[config.mk]
export PLATFORM = sky130hd
export DESIGN_NAME = multicycle_control_fsm_flat
export DESIGN_NICKNAME = d
export VERILOG_FILES = /design/src/rtl/mc_ctrl_pkg.sv /design/src/rtl/multicycle_control_fsm_if.sv /design/src/rtl/mc_opcode_class.sv /design/src/rtl/multicycle_control_fsm.sv /design/src/flat_wrapper.sv
export SDC_FILE = /design/constraint.sdc
export NUM_CORES = 1
export LEC_CHECK = 0
export ABC_AREA = 1
export BUFFER_PORTS_ARGS = -buffer_cell sky130_fd_sc_hd__buf_2
export CAP_MARGIN = 0
export CELL_PAD_IN_SITES_DETAIL_PLACEMENT = 0
export CELL_PAD_IN_SITES_GLOBAL_PLACEMENT = 1
export CORE_UTILIZATION = 40
export DETAILED_ROUTE_END_ITERATION = 8
export PLACE_DENSITY = 0.9
export SYNTH_ARGS = -nofsm -noshare
export SYNTH_HDL_FRONTEND = slang
export SYNTH_HIERARCHICAL = 1
export SYNTH_SLANG_ARGS = --single-unit
[constraint.sdc]
create_clock -name clk -period 4.14 [get_ports clk]
set_clock_uncertainty 0.05 [all_clocks]
set_input_delay 0.828 -clock clk [delete_from_list [all_inputs] [get_ports clk]]
set_output_delay 0.828 -clock clk [all_outputs]
set_load 0.02 [all_outputs]
[src/rtl/mc_ctrl_pkg.sv]
// Shared encodings for the multicycle MIPS control unit: state codes,
// supported opcodes, datapath mux select codes and opcode classes.
package mc_ctrl_pkg;

    // 4-bit state codes, kept as named constants so that debug tooling can
    // decode the exposed state value without depending on the enum.
    localparam logic [3:0] ST_IDLE     = 4'd0;
    localparam logic [3:0] ST_FETCH    = 4'd1;
    localparam logic [3:0] ST_DECODE   = 4'd2;
    localparam logic [3:0] ST_MEM_ADDR = 4'd3;
    localparam logic [3:0] ST_MEM_RD   = 4'd4;
    localparam logic [3:0] ST_MEM_WB   = 4'd5;
    localparam logic [3:0] ST_MEM_WR   = 4'd6;
    localparam logic [3:0] ST_EXEC_R   = 4'd7;
    localparam logic [3:0] ST_R_WB     = 4'd8;
    localparam logic [3:0] ST_EXEC_I   = 4'd9;
    localparam logic [3:0] ST_I_WB     = 4'd10;
    localparam logic [3:0] ST_BRANCH   = 4'd11;
    localparam logic [3:0] ST_JUMP     = 4'd12;
    localparam logic [3:0] ST_ILLEGAL  = 4'd13;

    typedef enum logic [3:0] {
        IDLE     = ST_IDLE,
        FETCH    = ST_FETCH,
        DECODE   = ST_DECODE,
        MEM_ADDR = ST_MEM_ADDR,
        MEM_RD   = ST_MEM_RD,
        MEM_WB   = ST_MEM_WB,
        MEM_WR   = ST_MEM_WR,
        EXEC_R   = ST_EXEC_R,
        R_WB     = ST_R_WB,
        EXEC_I   = ST_EXEC_I,
        I_WB     = ST_I_WB,
        BRANCH   = ST_BRANCH,
        JUMP     = ST_JUMP,
        ILLEGAL  = ST_ILLEGAL
    } state_t;

    // Supported opcodes (instr[31:26]).
    localparam logic [5:0] OP_RTYPE = 6'h00;
    localparam logic [5:0] OP_J     = 6'h02;
    localparam logic [5:0] OP_BEQ   = 6'h04;
    localparam logic [5:0] OP_ADDI  = 6'h08;
    localparam logic [5:0] OP_LW    = 6'h23;
    localparam logic [5:0] OP_SW    = 6'h2B;

    // PC source mux; code 3 is unused and never driven.
    localparam logic [1:0] PCSRC_ALU    = 2'd0;
    localparam logic [1:0] PCSRC_ALUOUT = 2'd1;
    localparam logic [1:0] PCSRC_JUMP   = 2'd2;

    // ALU B operand mux.
    localparam logic [1:0] ALUSRCB_B       = 2'd0;
    localparam logic [1:0] ALUSRCB_FOUR    = 2'd1;
    localparam logic [1:0] ALUSRCB_IMM     = 2'd2;
    localparam logic [1:0] ALUSRCB_IMM_SH2 = 2'd3;

    // ALU operation request to the ALU control block.
    localparam logic [1:0] ALUOP_ADD   = 2'd0;
    localparam logic [1:0] ALUOP_SUB   = 2'd1;
    localparam logic [1:0] ALUOP_FUNCT = 2'd2;

    typedef enum logic [2:0] {
        CLS_MEM,
        CLS_RTYPE,
        CLS_BRANCH,
        CLS_JUMP,
        CLS_IMM,
        CLS_ILLEGAL
    } opclass_t;

endpackage

[src/rtl/multicycle_control_fsm_if.sv]
// Control bus between the multicycle control unit (master) and the datapath
// (slave). The control unit produces every strobe; the datapath returns the
// opcode, the ALU zero flag and the memory ready indication.
// Handshake: in FETCH, MEM_RD and MEM_WR the control unit holds its memory
// request (MemRead or MemWrite) high every cycle until the memory raises
// mem_ready; the access completes in the cycle where both are high, and
// mem_ready has no meaning in any other state.
interface multicycle_control_fsm_if #(
    parameter int OPW  = 6,
    parameter int CNTW = 32
) ();
    logic [OPW-1:0]       opcode;
    logic                 zero;
    logic                 mem_ready;
    logic                 PCWrite;
    logic                 PCWriteCond;
    logic [1:0]           PCSource;
    logic                 IorD;
    logic                 MemRead;
    logic                 MemWrite;
    logic                 IRWrite;
    logic                 MemtoReg;
    logic                 RegDst;
    logic                 RegWrite;
    logic                 ALUSrcA;
    logic [1:0]           ALUSrcB;
    logic [1:0]           ALUOp;
    logic                 illegal_op;
    logic [CNTW-1:0]      instr_count;
    mc_ctrl_pkg::state_t  state_dbg;

    modport master (
        input  opcode, zero, mem_ready,
        output PCWrite, PCWriteCond, PCSource, IorD, MemRead, MemWrite,
               IRWrite, MemtoReg, RegDst, RegWrite, ALUSrcA, ALUSrcB, ALUOp,
               illegal_op, instr_count, state_dbg
    );

    modport slave (
        output opcode, zero, mem_ready,
        input  PCWrite, PCWriteCond, PCSource, IorD, MemRead, MemWrite,
               IRWrite, MemtoReg, RegDst, RegWrite, ALUSrcA, ALUSrcB, ALUOp,
               illegal_op, instr_count, state_dbg
    );
endinterface

[src/rtl/mc_opcode_class.sv]
// Combinational opcode-to-class decode used by the DECODE state.
module mc_opcode_class
    import mc_ctrl_pkg::*;
#(
    parameter int OPW = 6
) (
    input  logic [OPW-1:0] opcode,
    output opclass_t       cls
);

    // Map each supported opcode onto its execution class; anything else is illegal.
    always_comb begin
        cls = CLS_ILLEGAL;
        if (opcode == OPW'(OP_LW) || opcode == OPW'(OP_SW)) begin
            cls = CLS_MEM;
        end else if (opcode == OPW'(OP_RTYPE)) begin
            cls = CLS_RTYPE;
        end else if (opcode == OPW'(OP_BEQ)) begin
            cls = CLS_BRANCH;
        end else if (opcode == OPW'(OP_J)) begin
            cls = CLS_JUMP;
        end else if (opcode == OPW'(OP_ADDI)) begin
            cls = CLS_IMM;
        end
    end

endmodule

[src/rtl/multicycle_control_fsm.sv]
// Main control unit of the multicycle MIPS datapath. One state per cycle;
// FETCH and the memory access states stretch until mem_ready. Outputs are
// decoded from state only, except IRWrite/PCWrite in FETCH which fire in the
// cycle the instruction word actually arrives.
module multicycle_control_fsm
    import mc_ctrl_pkg::*;
#(
    parameter int OPW  = 6,
    parameter int CNTW = 32
) (
    input  logic                      clk,
    input  logic                      rst_n,
    multicycle_control_fsm_if.master  bus
);

    state_t          state;
    state_t          state_nxt;
    opclass_t        cls;
    logic [CNTW-1:0] count;

    mc_opcode_class #(.OPW(OPW)) u_opcode_class (
        .opcode (bus.opcode),
        .cls    (cls)
    );

    // State register; reset aborts any in-flight access immediately.
    always_ff @(posedge clk or negedge rst_n) begin
        if (!rst_n) begin
            state <= IDLE;
        end else begin
            state <= state_nxt;
        end
    end

    // Next-state logic; mem_ready only matters in FETCH, MEM_RD and MEM_WR.
    always_comb begin
        state_nxt = state;
        case (state)
            IDLE:     state_nxt = FETCH;
            FETCH:    if (bus.mem_ready) state_nxt = DECODE;
            DECODE: begin
                case (cls)
                    CLS_MEM:    state_nxt = MEM_ADDR;
                    CLS_RTYPE:  state_nxt = EXEC_R;
                    CLS_BRANCH: state_nxt = BRANCH;
                    CLS_JUMP:   state_nxt = JUMP;
                    CLS_IMM:    state_nxt = EXEC_I;
                    default:    state_nxt = ILLEGAL;
                endcase
            end
            MEM_ADDR: state_nxt = (bus.opcode == OPW'(OP_LW)) ? MEM_RD : MEM_WR;
            MEM_RD:   if (bus.mem_ready) state_nxt = MEM_WB;
            MEM_WB:   state_nxt = FETCH;
            MEM_WR:   if (bus.mem_ready) state_nxt = FETCH;
            EXEC_R:   state_nxt = R_WB;
            R_WB:     state_nxt = FETCH;
            EXEC_I:   state_nxt = I_WB;
            I_WB:     state_nxt = FETCH;
            BRANCH:   state_nxt = FETCH;
            JUMP:     state_nxt = FETCH;
            ILLEGAL:  state_nxt = ILLEGAL;
            default:  state_nxt = IDLE;
        endcase
    end

    // Moore output decode; every strobe defaults low so unlisted ones stay 0.
    always_comb begin
        bus.PCWrite     = 1'b0;
        bus.PCWriteCond = 1'b0;
        bus.PCSource    = PCSRC_ALU;
        bus.IorD        = 1'b0;
        bus.MemRead     = 1'b0;
        bus.MemWrite    = 1'b0;
        bus.IRWrite     = 1'b0;
        bus.MemtoReg    = 1'b0;
        bus.RegDst      = 1'b0;
        bus.RegWrite    = 1'b0;
        bus.ALUSrcA     = 1'b0;
        bus.ALUSrcB     = ALUSRCB_B;
        bus.ALUOp       = ALUOP_ADD;
        bus.illegal_op  = 1'b0;
        case (state)
            FETCH: begin
                bus.MemRead = 1'b1;
                bus.ALUSrcB = ALUSRCB_FOUR;
                bus.IRWrite = bus.mem_ready;
                bus.PCWrite = bus.mem_ready;
            end
            DECODE: begin
                bus.ALUSrcB = ALUSRCB_IMM_SH2;
            end
            MEM_ADDR, EXEC_I: begin
                bus.ALUSrcA = 1'b1;
                bus.ALUSrcB = ALUSRCB_IMM;
            end
            MEM_RD: begin
                bus.MemRead = 1'b1;
                bus.IorD    = 1'b1;
            end
            MEM_WB: begin
                bus.RegWrite = 1'b1;
                bus.MemtoReg = 1'b1;
            end
            MEM_WR: begin
                bus.MemWrite = 1'b1;
                bus.IorD     = 1'b1;
            end
            EXEC_R: begin
                bus.ALUSrcA = 1'b1;
                bus.ALUOp   = ALUOP_FUNCT;
            end
            R_WB: begin
                bus.RegWrite = 1'b1;
                bus.RegDst   = 1'b1;
            end
            I_WB: begin
                bus.RegWrite = 1'b1;
            end
            BRANCH: begin
                bus.ALUSrcA     = 1'b1;
                bus.ALUOp       = ALUOP_SUB;
                bus.PCWriteCond = 1'b1;
                bus.PCSource    = PCSRC_ALUOUT;
            end
            JUMP: begin
                bus.PCWrite  = 1'b1;
                bus.PCSource = PCSRC_JUMP;
            end
            ILLEGAL: begin
                bus.illegal_op = 1'b1;
            end
            default: ;
        endcase
    end

    // Count instructions as they are fetched; wraps at the counter width.
    always_ff @(posedge clk or negedge rst_n) begin
        if (!rst_n) begin
            count <= '0;
        end else if (state == FETCH && bus.mem_ready) begin
            count <= count + CNTW'(1);
        end
    end

    assign bus.instr_count = count;
    assign bus.state_dbg   = state;

endmodule

[src/flat_wrapper.sv]
// flat-port wrapper written by rule: the top's interface ports become plain ports
module multicycle_control_fsm_flat import mc_ctrl_pkg::*;
#(
    parameter int OPW  = 6,
    parameter int CNTW = 32
)
  (clk, rst_n, bus_opcode, bus_zero, bus_mem_ready, bus_PCWrite, bus_PCWriteCond, bus_PCSource, bus_IorD, bus_MemRead, bus_MemWrite, bus_IRWrite, bus_MemtoReg, bus_RegDst, bus_RegWrite, bus_ALUSrcA, bus_ALUSrcB, bus_ALUOp, bus_illegal_op, bus_instr_count, bus_state_dbg);
  multicycle_control_fsm_if #(.OPW(OPW), .CNTW(CNTW)) bus_i ();
  input  logic clk;
  input  logic rst_n;
  input wire logic [$bits(bus_i.opcode)-1:0] bus_opcode;
  input wire logic [$bits(bus_i.zero)-1:0] bus_zero;
  input wire logic [$bits(bus_i.mem_ready)-1:0] bus_mem_ready;
  output wire logic [$bits(bus_i.PCWrite)-1:0] bus_PCWrite;
  output wire logic [$bits(bus_i.PCWriteCond)-1:0] bus_PCWriteCond;
  output wire logic [$bits(bus_i.PCSource)-1:0] bus_PCSource;
  output wire logic [$bits(bus_i.IorD)-1:0] bus_IorD;
  output wire logic [$bits(bus_i.MemRead)-1:0] bus_MemRead;
  output wire logic [$bits(bus_i.MemWrite)-1:0] bus_MemWrite;
  output wire logic [$bits(bus_i.IRWrite)-1:0] bus_IRWrite;
  output wire logic [$bits(bus_i.MemtoReg)-1:0] bus_MemtoReg;
  output wire logic [$bits(bus_i.RegDst)-1:0] bus_RegDst;
  output wire logic [$bits(bus_i.RegWrite)-1:0] bus_RegWrite;
  output wire logic [$bits(bus_i.ALUSrcA)-1:0] bus_ALUSrcA;
  output wire logic [$bits(bus_i.ALUSrcB)-1:0] bus_ALUSrcB;
  output wire logic [$bits(bus_i.ALUOp)-1:0] bus_ALUOp;
  output wire logic [$bits(bus_i.illegal_op)-1:0] bus_illegal_op;
  output wire logic [$bits(bus_i.instr_count)-1:0] bus_instr_count;
  output wire logic [$bits(bus_i.state_dbg)-1:0] bus_state_dbg;
  assign bus_i.opcode = bus_opcode;
  assign bus_i.zero = bus_zero;
  assign bus_i.mem_ready = bus_mem_ready;
  assign bus_PCWrite = bus_i.PCWrite;
  assign bus_PCWriteCond = bus_i.PCWriteCond;
  assign bus_PCSource = bus_i.PCSource;
  assign bus_IorD = bus_i.IorD;
  assign bus_MemRead = bus_i.MemRead;
  assign bus_MemWrite = bus_i.MemWrite;
  assign bus_IRWrite = bus_i.IRWrite;
  assign bus_MemtoReg = bus_i.MemtoReg;
  assign bus_RegDst = bus_i.RegDst;
  assign bus_RegWrite = bus_i.RegWrite;
  assign bus_ALUSrcA = bus_i.ALUSrcA;
  assign bus_ALUSrcB = bus_i.ALUSrcB;
  assign bus_ALUOp = bus_i.ALUOp;
  assign bus_illegal_op = bus_i.illegal_op;
  assign bus_instr_count = bus_i.instr_count;
  assign bus_state_dbg = bus_i.state_dbg;
  multicycle_control_fsm #(.OPW(OPW), .CNTW(CNTW)) u_core (.clk(clk), .rst_n(rst_n), .bus(bus_i));
endmodule
======== Word level (Yosys, flattened, before mapping) ========
Cells that the tools add are included.
word-level totals
  flip-flop bits (word level) ............. 36
  output and inout bits ................... 53
cells by class
  add/subtract/negate cells ............... 1
  eq/ne operators ......................... 25
  multiplexer cells ....................... 25
  reduce and logical (&&, ||, !) cells .... 12
operator list
  cell                                                  number
  one-hot mux 4 bit (9 select lines)                    1
  adder 32 x 1 -> 32 bit (second input constant)        1
  equality test 4 bit (second input constant)           6
  one-hot mux 4 bit (5 select lines)                    1
  equality test 4 x 3 -> 1 bit (second input constant)  4
  equality test 6 bit (second input constant)           2
  2-to-1 mux 3 bit                                      4
  2-to-1 mux 4 bit                                      3
  2-to-1 mux 1 bit                                      11
  equality test 4 x 2 -> 1 bit (second input constant)  2
  one-hot mux 2 bit (2 select lines)                    2
  equality test 3 x 2 -> 1 bit (second input constant)  2
  equality test 6 x 2 -> 1 bit (second input constant)  1
  equality test 6 x 3 -> 1 bit (second input constant)  1
  equality test 6 x 4 -> 1 bit (second input constant)  1
  logical NOT 6 bit                                     1
  inequality test 2 bit (second input constant)         3
  one-hot mux 2 bit (3 select lines)                    1
  OR reduction 2 bit                                    3
  OR reduction 6 bit                                    1
  equality test 4 x 1 -> 1 bit (second input constant)  1
  logical NOT 4 bit                                     1
  OR reduction 4 bit                                    1
  equality test 3 x 1 -> 1 bit (second input constant)  1
  other kinds (8)                                       8

======== Logic depth before layout (Yosys ltp) ========
Gate-level depths: netlist (run 1).
  depth after elaboration ................. 9
  depth in mapped cells ................... 12

======== By module ========
The synthesis (run 1) kept the hierarchy.
by module, submodules not included
  module                  instances  cells each  area each (um^2)
  multicycle_control_fsm  1          329         2317.2
  mc_opcode_class         1          24          112.6

======== Least setup slack after synthesis (run 1) ========
Ideal clock, no wire load.
  path kind ............................... register to output
  from .................................... register u_core.state[1], in the netlist u_core/bus.state_dbg[1]
  to ...................................... output port bus_ALUOp[0]
  arrival ................................. 1.324 ns
  data required time ...................... 3.262 ns
  slack ................................... 1.938 ns
  cell stages (with the launch flop) ...... 5
  path buffers ............................ 2
  cells stage by stage .................... dfrtp_1 > clkbuf_8 > nand2_1 > nor2_1 > buf_4
between the ends
  longest elaborated chain between the ends .. 2
  elaborated cells between the ends (all ways) .. 3
RTL lines
  what                                                                 RTL line                      text
  from (decl)                                                          multicycle_control_fsm.sv:16  state_t state;
  from (signal assigned)                                               multicycle_control_fsm.sv:31  state <= state_nxt;
  equality test 4 bit or equality test 4 x 3 -> 1 bit (tied branches)  multicycle_control_fsm.sv:82  case (state)
  one-hot mux 2 bit (2 select lines) *                                 multicycle_control_fsm.sv:82
  to (decl)                                                            flat_wrapper.sv:26            output wire logic [$bits(bus_i.ALUOp)-1:0] bus_ALUOp;
Every way passes the cells marked *; elsewhere a longest branch is shown, timed or not.

======== Final worst setup path (run 1) ========
  from .................................... register u_core.state[1], in the netlist u_core/bus.state_dbg[1]
  to ...................................... output port bus_PCWrite
between the ends
  longest elaborated chain between the ends .. 2
  elaborated cells between the ends (all ways) .. 3
RTL lines
  what                                                                 RTL line                      text
  equality test 4 bit or equality test 4 x 1 -> 1 bit (tied branches)  multicycle_control_fsm.sv:82
  one-hot mux 1 bit (2 select lines) *                                 multicycle_control_fsm.sv:82
  to (decl)                                                            flat_wrapper.sv:14            output wire logic [$bits(bus_i.PCWrite)-1:0] bus_PCWrite;
Marked as above.

==> results of run 1 <==
==> cells in the mapped netlist, drive strengths merged (2+ instances only) <==
master	n	area [um2]
nand2	125	501.7
nor2	68	331.6
inv	43	161.4
dfrtp	36	900.9
nand3	18	95.09
o21ai	15	75.07
xnor2	13	113.9
nand4	11	68.82
nand3b	5	37.54
a21oi	4	20.02
buf	3	26.27
xor2	3	26.28
nor3	2	10.01
nor3b	2	15.01
==> logic make-up (layout without fill, tap and decap cells) <==
group / Yosys count / after routing
compound gates: 21 / 21
xor+xnor: 16 / 16
simple gates: 232 / 232
flops: 36 / 36
buf+inv: 47 / 112
fa+ha+maj: 1 / 1
==> how the worst min path moves through the flow <==
stage | start | end | depth (start not counted)
2_1_floorplan | rst_n | u_core/bus.instr_count[0] | 0
3_3_place_gp | u_core/bus.instr_count[13] | u_core/bus.instr_count[13] | 1
3_5_place_dp | u_core/bus.instr_count[7] | u_core/bus.instr_count[7] | 1
4_1_cts | u_core/bus.instr_count[7] | u_core/bus.instr_count[7] | 1
5_1_grt | u_core/bus.instr_count[9] | u_core/bus.instr_count[9] | 1
6_report | u_core/bus.instr_count[4] | u_core/bus.instr_count[4] | 1
==> stage by stage <==
| stage | total power [mW] | hold WS [ps] | instance area [um2] | util (%) | setup WS (ps) |
|---|---|---|---|---|---|
| floorplan | 0.8180 | 482.4 | 2430 | - | 1938 |
| detailed placement | 0.9601 | 460.5 | 2789 | 47.39 | 1699 |
| finish | 1.210 | 466.6 | 2879 | 48.92 | 1586 |
| CTS | 1.223 | 470.0 | 2879 | 48.92 | 1574 |
| global placement | 0.9539 | 456.2 | 2789 | 47.39 | 1701 |
| global route | 1.283 | 491.9 | 2879 | 48.92 | 1483 |
==> final cells by class <==
cell class / instances / area (um2) / area share [%]
clock buffers: 8 / 90.09 / 3.129
inverters: 43 / 161.4 / 5.606
multi-input cells: 270 / 1328 / 46.11
flip-flops and latches: 36 / 900.9 / 31.29
well taps: 75 / 93.84 / 3.259
repair buffers: 61 / 305.3 / 10.60
==> registers in the layout (all words and copies together) (netlist names) <==
register / count
u_core/bus.instr_count: 32
u_core/bus.state_dbg: 4
==> worst register-to-register path: stages, from the launching register on <==
cell	delay, ps
sky130_fd_sc_hd__dfrtp_1	500
sky130_fd_sc_hd__inv_1	120
sky130_fd_sc_hd__nand2_1	140
sky130_fd_sc_hd__nor2_2	210
sky130_fd_sc_hd__nand2_4	140
sky130_fd_sc_hd__nor2_4	170
sky130_fd_sc_hd__nand2_1	110
sky130_fd_sc_hd__o21ai_1	130
sky130_fd_sc_hd__nand2_1	70
==> metal layers <==
metal  part of all wire (%)  wire (um)
met5                      0          0
met3                    5.0        295
met2                     44       2626
met4                    1.2         74
met1                     49       2930
==> report_power, final <==
part	switching, mW	internal (mW)	total [mW]
Clock	0.123	0.136	0.259
Combinational	0.346	0.155	0.501
Sequential	0.0599	0.390	0.450
Total	0.529	0.681	1.21
==> results.md, run 1 <==
- The filler cell count in the final layout is 630.
- The final wirelength is 5.927 mm.
- The xor/xnor share of the synthesized area is 5.767%.
- The total instance count after detailed placement is 485.
- The core region is 5886 um2.
- The proportion of layout cells with a drive suffix above 1 is 20.81%.
- Setup violations remaining at the end of the flow were counted as 0.
- The latest clock arrival within the worst-skew pair is 280 ps.
- The instance count of the mapped netlist is 353.
- Summing the areas of all and, or, nand and nor instances in the mapped netlist gives 43.87% of the synthesized area.
- The required time of the critical path is 3260 ps.
- The share of async-settable or async-resettable flops after synthesis is 100.0%.
- The root buffer cell is sky130_fd_sc_hd__clkbuf_8.
- The total half-perimeter wirelength after legalization and detailed placement is 4.620 mm.
- The maximum count of clock buffers along a single path is 2.
- The launching instance or port of the critical path is u_core/bus.state_dbg[1].
- Based on the critical path, the design can be clocked at up to 0.3915 GHz.
- The post-synthesis sequential area ratio is 37.08%.
- The number of gates resized after CTS is 0.
- The number of global-route vias before repair is 2067.
- The die covers 6390 um2.
- The count of flip-flops with a built-in enable after synthesis is 0.
- In this design, the largest share of critical-path delay is due to flip-flops.
- For the pin with the worst max-slew slack, the measured transition is 830.0 ps.
- The number of optimization iterations in the first detailed-route pass is 4.
- Row generation in the floorplan step produced 28 rows.
- The cell count of the worst reg-to-reg path is 8.
- After synthesis, the largest family of logic cells by area is simple AND/OR/NAND/NOR gates.
- In this run the critical register-to-register path is captured at u_core/bus.instr_count[21].
- The number of nets in the layout is 428.
- The number of nets with antenna violations after routing is 0.
- The shortest clock period the worst path allows after layout is 2554 ps.
- The total DRC errors in the routed layout is 0.
- The startpoint type of the worst setup path is a register.
- From bottom edge to top edge, the die measures 79.94 um.
- Setup repair after global routing left no endpoint under its margin.
- The launching point of the worst reg2reg path is u_core/bus.state_dbg[1].
- Hold repair after CTS inserted 0 buffers.
- Global routing consumed, over all layers together, 19.72% of the routing resources.
- Max-cap violations in this run came to 0.
- Post-CTS timing repair inserted 0 buffers for setup.
- The signal on the critical path passes through inv_1 -> nand2_1 -> nor2_2 -> nand2_4 -> o21ai_0 -> buf_2.
- The final hold violation count was 0.
- The final route contains 2386 vias.
- The repair_antennas step left the layout with diodes totalling 0.
- Across the VDD grid, the largest voltage drop is 0.3104 mV.
- The critical path crosses 6 cells after its start point.
- The global-route met2 utilization is 31.62%.
- The endpoint arrival time on the critical path is 1680 ps.
- For this configuration, the core starts out at a cell density of 41.28%.
- The number of antenna violations at the first check in global routing is 0.
- On the critical path, the stage with the largest delay is an instance of sky130_fd_sc_hd__dfrtp_1.
- In the finished design, the share of the clock period the worst path needs comes to 61.70%.
- The number of buffer cells added on primary ports is 61.
- The pin count of the biggest net entering global routing is 37.
- Excluding fillers, the count of instances in the completed layout stands at 493.
- The library cell used most frequently in the layout, excluding fill and tap cells, is sky130_fd_sc_hd__nand2_1.
- In this run the tightest slew margin relative to its limit is 44.66%.
- The combined buffer and inverter count along the critical path is 2.
- The total grt overflow is 0.
- The CTS tree is done.
- Dividing total power by cell area gives a power density of 420.1 nW/um2.
- Summing the areas of all fa, ha and maj instances in the mapped netlist gives 0.5149% of the synthesized area.
- The via-per-instance ratio is 4.840.
- The class of the worst hold path is reg2reg.
- The top fanout value on the critical path is 10.
- The total number of clock tree sinks is 36.
- After detailed routing, the average wire length per cell comes to 12.02 um.
- The met3 track demand over resource is 3.086%.
- In the layout the commonest cells are sky130_fd_sc_hd__nand2_1 (120), sky130_fd_sc_hd__buf_2 (61), sky130_fd_sc_hd__nor2_1 (55).
- Relative to the synthesized area, the layout overhead comes to 18.49%.
- The number of pins with negative max-slew slack in the final report is 0.
- The leakage component of the power is 1.524 nW.
- The placer congestion estimate is 0.8518.
- Following the worst setup path forward leads to its endpoint at bus_PCWrite.
- Of the post-synthesis cell area, the part taken by muxes is 0%.
- The floorplan die width is 79.94 um.
- Global routing used 27.27% of the available met1 tracks.
- Synthesis produced a netlist with a net count of 364.
- Each instance of the synthesized netlist takes up on average 6.883 um2.
- After routing, the total negative slack on setup checks comes to 0 ps.
- The CTS H-tree depth is 2.
- During I/O placement, the number of pins put on the boundary was 63.
- The run finished with clean final reports.
- The busiest metal layer after global routing is met2.
- The cell area after synthesis is 2430 um2.
- The synthesized netlist contains 28 unique library cells.
- In this design, the stage delay of the slowest critical-path cell is 500 ps.
- The number of buffers added by the clock tree synthesis step is 5.
- The clock-pin slew on the worst setup and hold paths is 70 ps.
- The register-to-register path setup slack is 2390 ps.
- The number of synthesized register bits is 36.
- The critical path start-end classification is reg2out.
- The worst setup path is captured at an output pin.
- The dominant register cell in the synthesized netlist is sky130_fd_sc_hd__dfrtp_1.
- The area fraction in compound gates after synthesis is 4.480%.
- The DRC violation total after the first TritonRoute iteration is 138.
- The first-pass GRT wire length is 9.777 mm.
- During synthesis, Yosys emitted a total of 6 warnings.
Note: power is estimated with default switching activity, not from simulation.
==> run 2, diff against run 1 <==
CORE_UTILIZATION = 37   (was 40)
PLACE_DENSITY = 0.85   (was 0.9)
clock period = 2.4 ns   (was 4.14 ns; I/O delays follow)
==> run 2 against run 1 <==
- clock power grew 75%
- non-clock buffer count is the same
- global-route usage shrank 2.3 points
- via count shrank 2.0%
==> results.md, run 2 (same netlist as run 1, synthesis figures left out) <==
- The internal power of the cells came to 1.169 mW (+72%).
- The number of buffers added by the clock tree synthesis step came to 5 (unchanged).
- The combinational fraction of design power came to 41.1% (-0.3 points).
- The via-per-instance ratio was 4.723 (-2.4%).
- The wire length on met1 is 2.944 mm (+0.48%).
- The number of placement rows is 29 (+3.6%).
- The timing-limited maximum frequency is 0.4495 GHz.
- The floorplan die width is 83.04 um (+3.9%).
- The total of max-cap violations is 0 (unchanged).
- The top fanout value on the critical path was 10 (unchanged).
- The class of the worst hold path is in2async.
- The final worst-path setup slack is 175.2 ps (-1410 ps).
- The leakage component of the power is 1.530 nW (+0.36%).
- The number of global-route vias before repair came to 2103 (+1.7%).
- The net switching fraction of the power came to 44.01% (+0.28 points).
- The filler cell count in the final layout was 683 (+8.4%).
- The final wirelength is 5.911 mm (-0.27%).
- After detailed routing, no signal wire sits above met4.
- The total instance count after detailed placement came to 487 (+0.41%).
- The starting density of the core is 38.27% (-3.0 points).
- The shortest clock period the worst path allows after layout is 2225 ps.
- The routed length per placed instance is 11.94 um (-0.67%).
- The required time of the critical path came to 1870 ps (-1390 ps).
- The first-pass GRT wire length was 9.694 mm (-0.85%).
- The critical path start-end classification is reg2out.
- In the layout the commonest cells are sky130_fd_sc_hd__nand2_1 (120), sky130_fd_sc_hd__buf_2 (61), sky130_fd_sc_hd__nor2_1 (55).
- The number of buffer cells added on primary ports was 61 (unchanged).
- The total DRC errors in the routed layout came to 0 (unchanged).
- The maximum count of clock buffers along a single path was 2 (unchanged).
- The proportion of power drawn by flip-flops and latches is 37.2% (about the same).
- The antenna diode count is 0 (unchanged).
- The pre-CTS setup slack is 490.5 ps (-1209 ps).
- The worst path uses 92.70% of the clock period.
- The tree is rooted in a sky130_fd_sc_hd__clkbuf_8.
- Setup repair after global routing left no endpoint under its margin.
- The area of the die is 6895 um2 (+7.9%).
- The count of final setup violators is 0 (unchanged).
- The worst setup path is launched from a register.
- The CTS H-tree depth came to 2 (unchanged).
- The proportion of layout cells with a drive suffix above 1 came to 21.29% (+0.48 points).
- TritonCTS built the clock tree.
- The relative slew slack was 45.89% (+1.2 points).
- The clock-pin slew on the worst setup and hold paths is 80 ps (about the same).
- The run finished with clean final reports.
- The number of gates resized after CTS is 0 (unchanged).
- The endpoint arrival time on the critical path is 1690 ps (about the same).
- The final setup TNS is 0 ps (unchanged).
- The wire length on met2 was 2.561 mm (-2.5%).
- The number of optimization iterations in the first detailed-route pass is 4 (unchanged).
- The final core area utilization came to 45.42% (-3.5 points).
- The number of nets in the layout is 428 (unchanged).
- The latest clock arrival within the worst-skew pair is 290 ps (about the same).
- The total design power is 2.087 mW (+73%).
- The transition time of the tightest slew-check pin was 811.7 ps (-18.32 ps).
- The routed via count came to 2338 (-2.0%).
- The number of flip-flops under the largest register name is 32 (unchanged).
- The kind of end point of the critical path is an output pin.
- The DRC violation total after the first TritonRoute iteration is 146 (+5.8%).
- Relative to the synthesized area, the layout overhead comes to 18.69%.
- The area of the placeable core was 6350 um2 (+7.9%).
- The vertical die dimension is 83.04 um (+3.9%).
- The pin count of the biggest net entering global routing is 37 (unchanged).
- The met3 wire length is 349 um (+18%).
- The cell area after layout came to 2884 um2 (+0.17%).
- The total routing usage reported by global routing was 17.40% (-2.3 points).
- The commonest non-fill, non-tap cell in the layout is sky130_fd_sc_hd__nand2_1.
- The final hold slack is 224.2 ps (-242.4 ps).
- The number of setup buffers added after CTS is 0 (unchanged).
- The clock share of power came to 21.7% (+0.3 points).
- The total grt overflow is 0 (unchanged).
- The final hold violation count is 0 (unchanged).
- The total number of clock tree sinks was 36 (unchanged).
- The area after detailed placement is 2791 um2 (about the same).
- The number of antenna violations at the first check in global routing was 0 (unchanged).
- The number of top-level design ports is 63 (unchanged).
- The number of pins with negative max-slew slack in the final report is 0 (unchanged).
- The maximum vdd drop was 0.4525 mV (+46%).
- The switching power total was 0.9186 mW (+74%).
- The post-cts hold buffer count is 0 (unchanged).
- The number of nets with antenna violations after routing was 0 (unchanged).
- The post-layout instance count excluding filler cells is 495 (+0.41%).
- The total half-perimeter wirelength after legalization and detailed placement is 4.621 mm (about the same).
- The placer congestion estimate came to 0.8190 (-3.9%).
- The total power density per cell area was 723.7 nW/um2 (+72%).
-- run 2: power by group through the flow --
stage	combinational [mW]	clock, mW	sequential (mW)
4_1_cts	0.864	0.466	0.778
2_1_floorplan	0.578	0	0.833
5_1_grt	0.936	0.490	0.790
6_report	0.858	0.452	0.777
3_5_place_dp	0.863	0	0.789
3_3_place_gp	0.858	0	0.788
-- run 2: per-layer routing --
metal	global-route usage, %	up-vias
li1	-	1225
met1	24.51	1054
met2	26.83	52
met3	3.877	7
met4	4.859	0
met5	0	-
-- run 2: cell type report --
cell class / count / area, um2 / share of cell area [%]
multi-input cells: 270 / 1328 / 46.03
flip-flops and latches: 36 / 900.9 / 31.24
repair buffers: 61 / 305.3 / 10.59
inverters: 43 / 161.4 / 5.597
well taps: 77 / 96.34 / 3.341
clock buffers: 6 / 82.58 / 2.863
clock inverters: 2 / 10.01 / 0.3471
-- run 2: final timing paths --
path,from,end,slack [ps],cells past startpoint
worst max-delay path,u_core/bus.state_dbg[1],bus_PCWrite,180,6
worst min-delay path,rst_n,u_core/bus.instr_count[17],220,1
worst max register to register,u_core/bus.state_dbg[1],u_core/bus.instr_count[21],660,8
worst min register to register,u_core/bus.instr_count[5],u_core/bus.instr_count[5],470,1
max in group asynchronous,rst_n,u_core/bus.instr_count[3],1550,1
min in group clk,bus_mem_ready,u_core/bus.state_dbg[0],440,2
-- run 2: critical path, stage by stage, from the launching register on --
cell                      delay [ps]
sky130_fd_sc_hd__dfrtp_1         520
sky130_fd_sc_hd__inv_1           120
sky130_fd_sc_hd__nand2_1         150
sky130_fd_sc_hd__nor2_2          210
sky130_fd_sc_hd__nand2_4         140
sky130_fd_sc_hd__o21ai_0         100
sky130_fd_sc_hd__buf_2           180
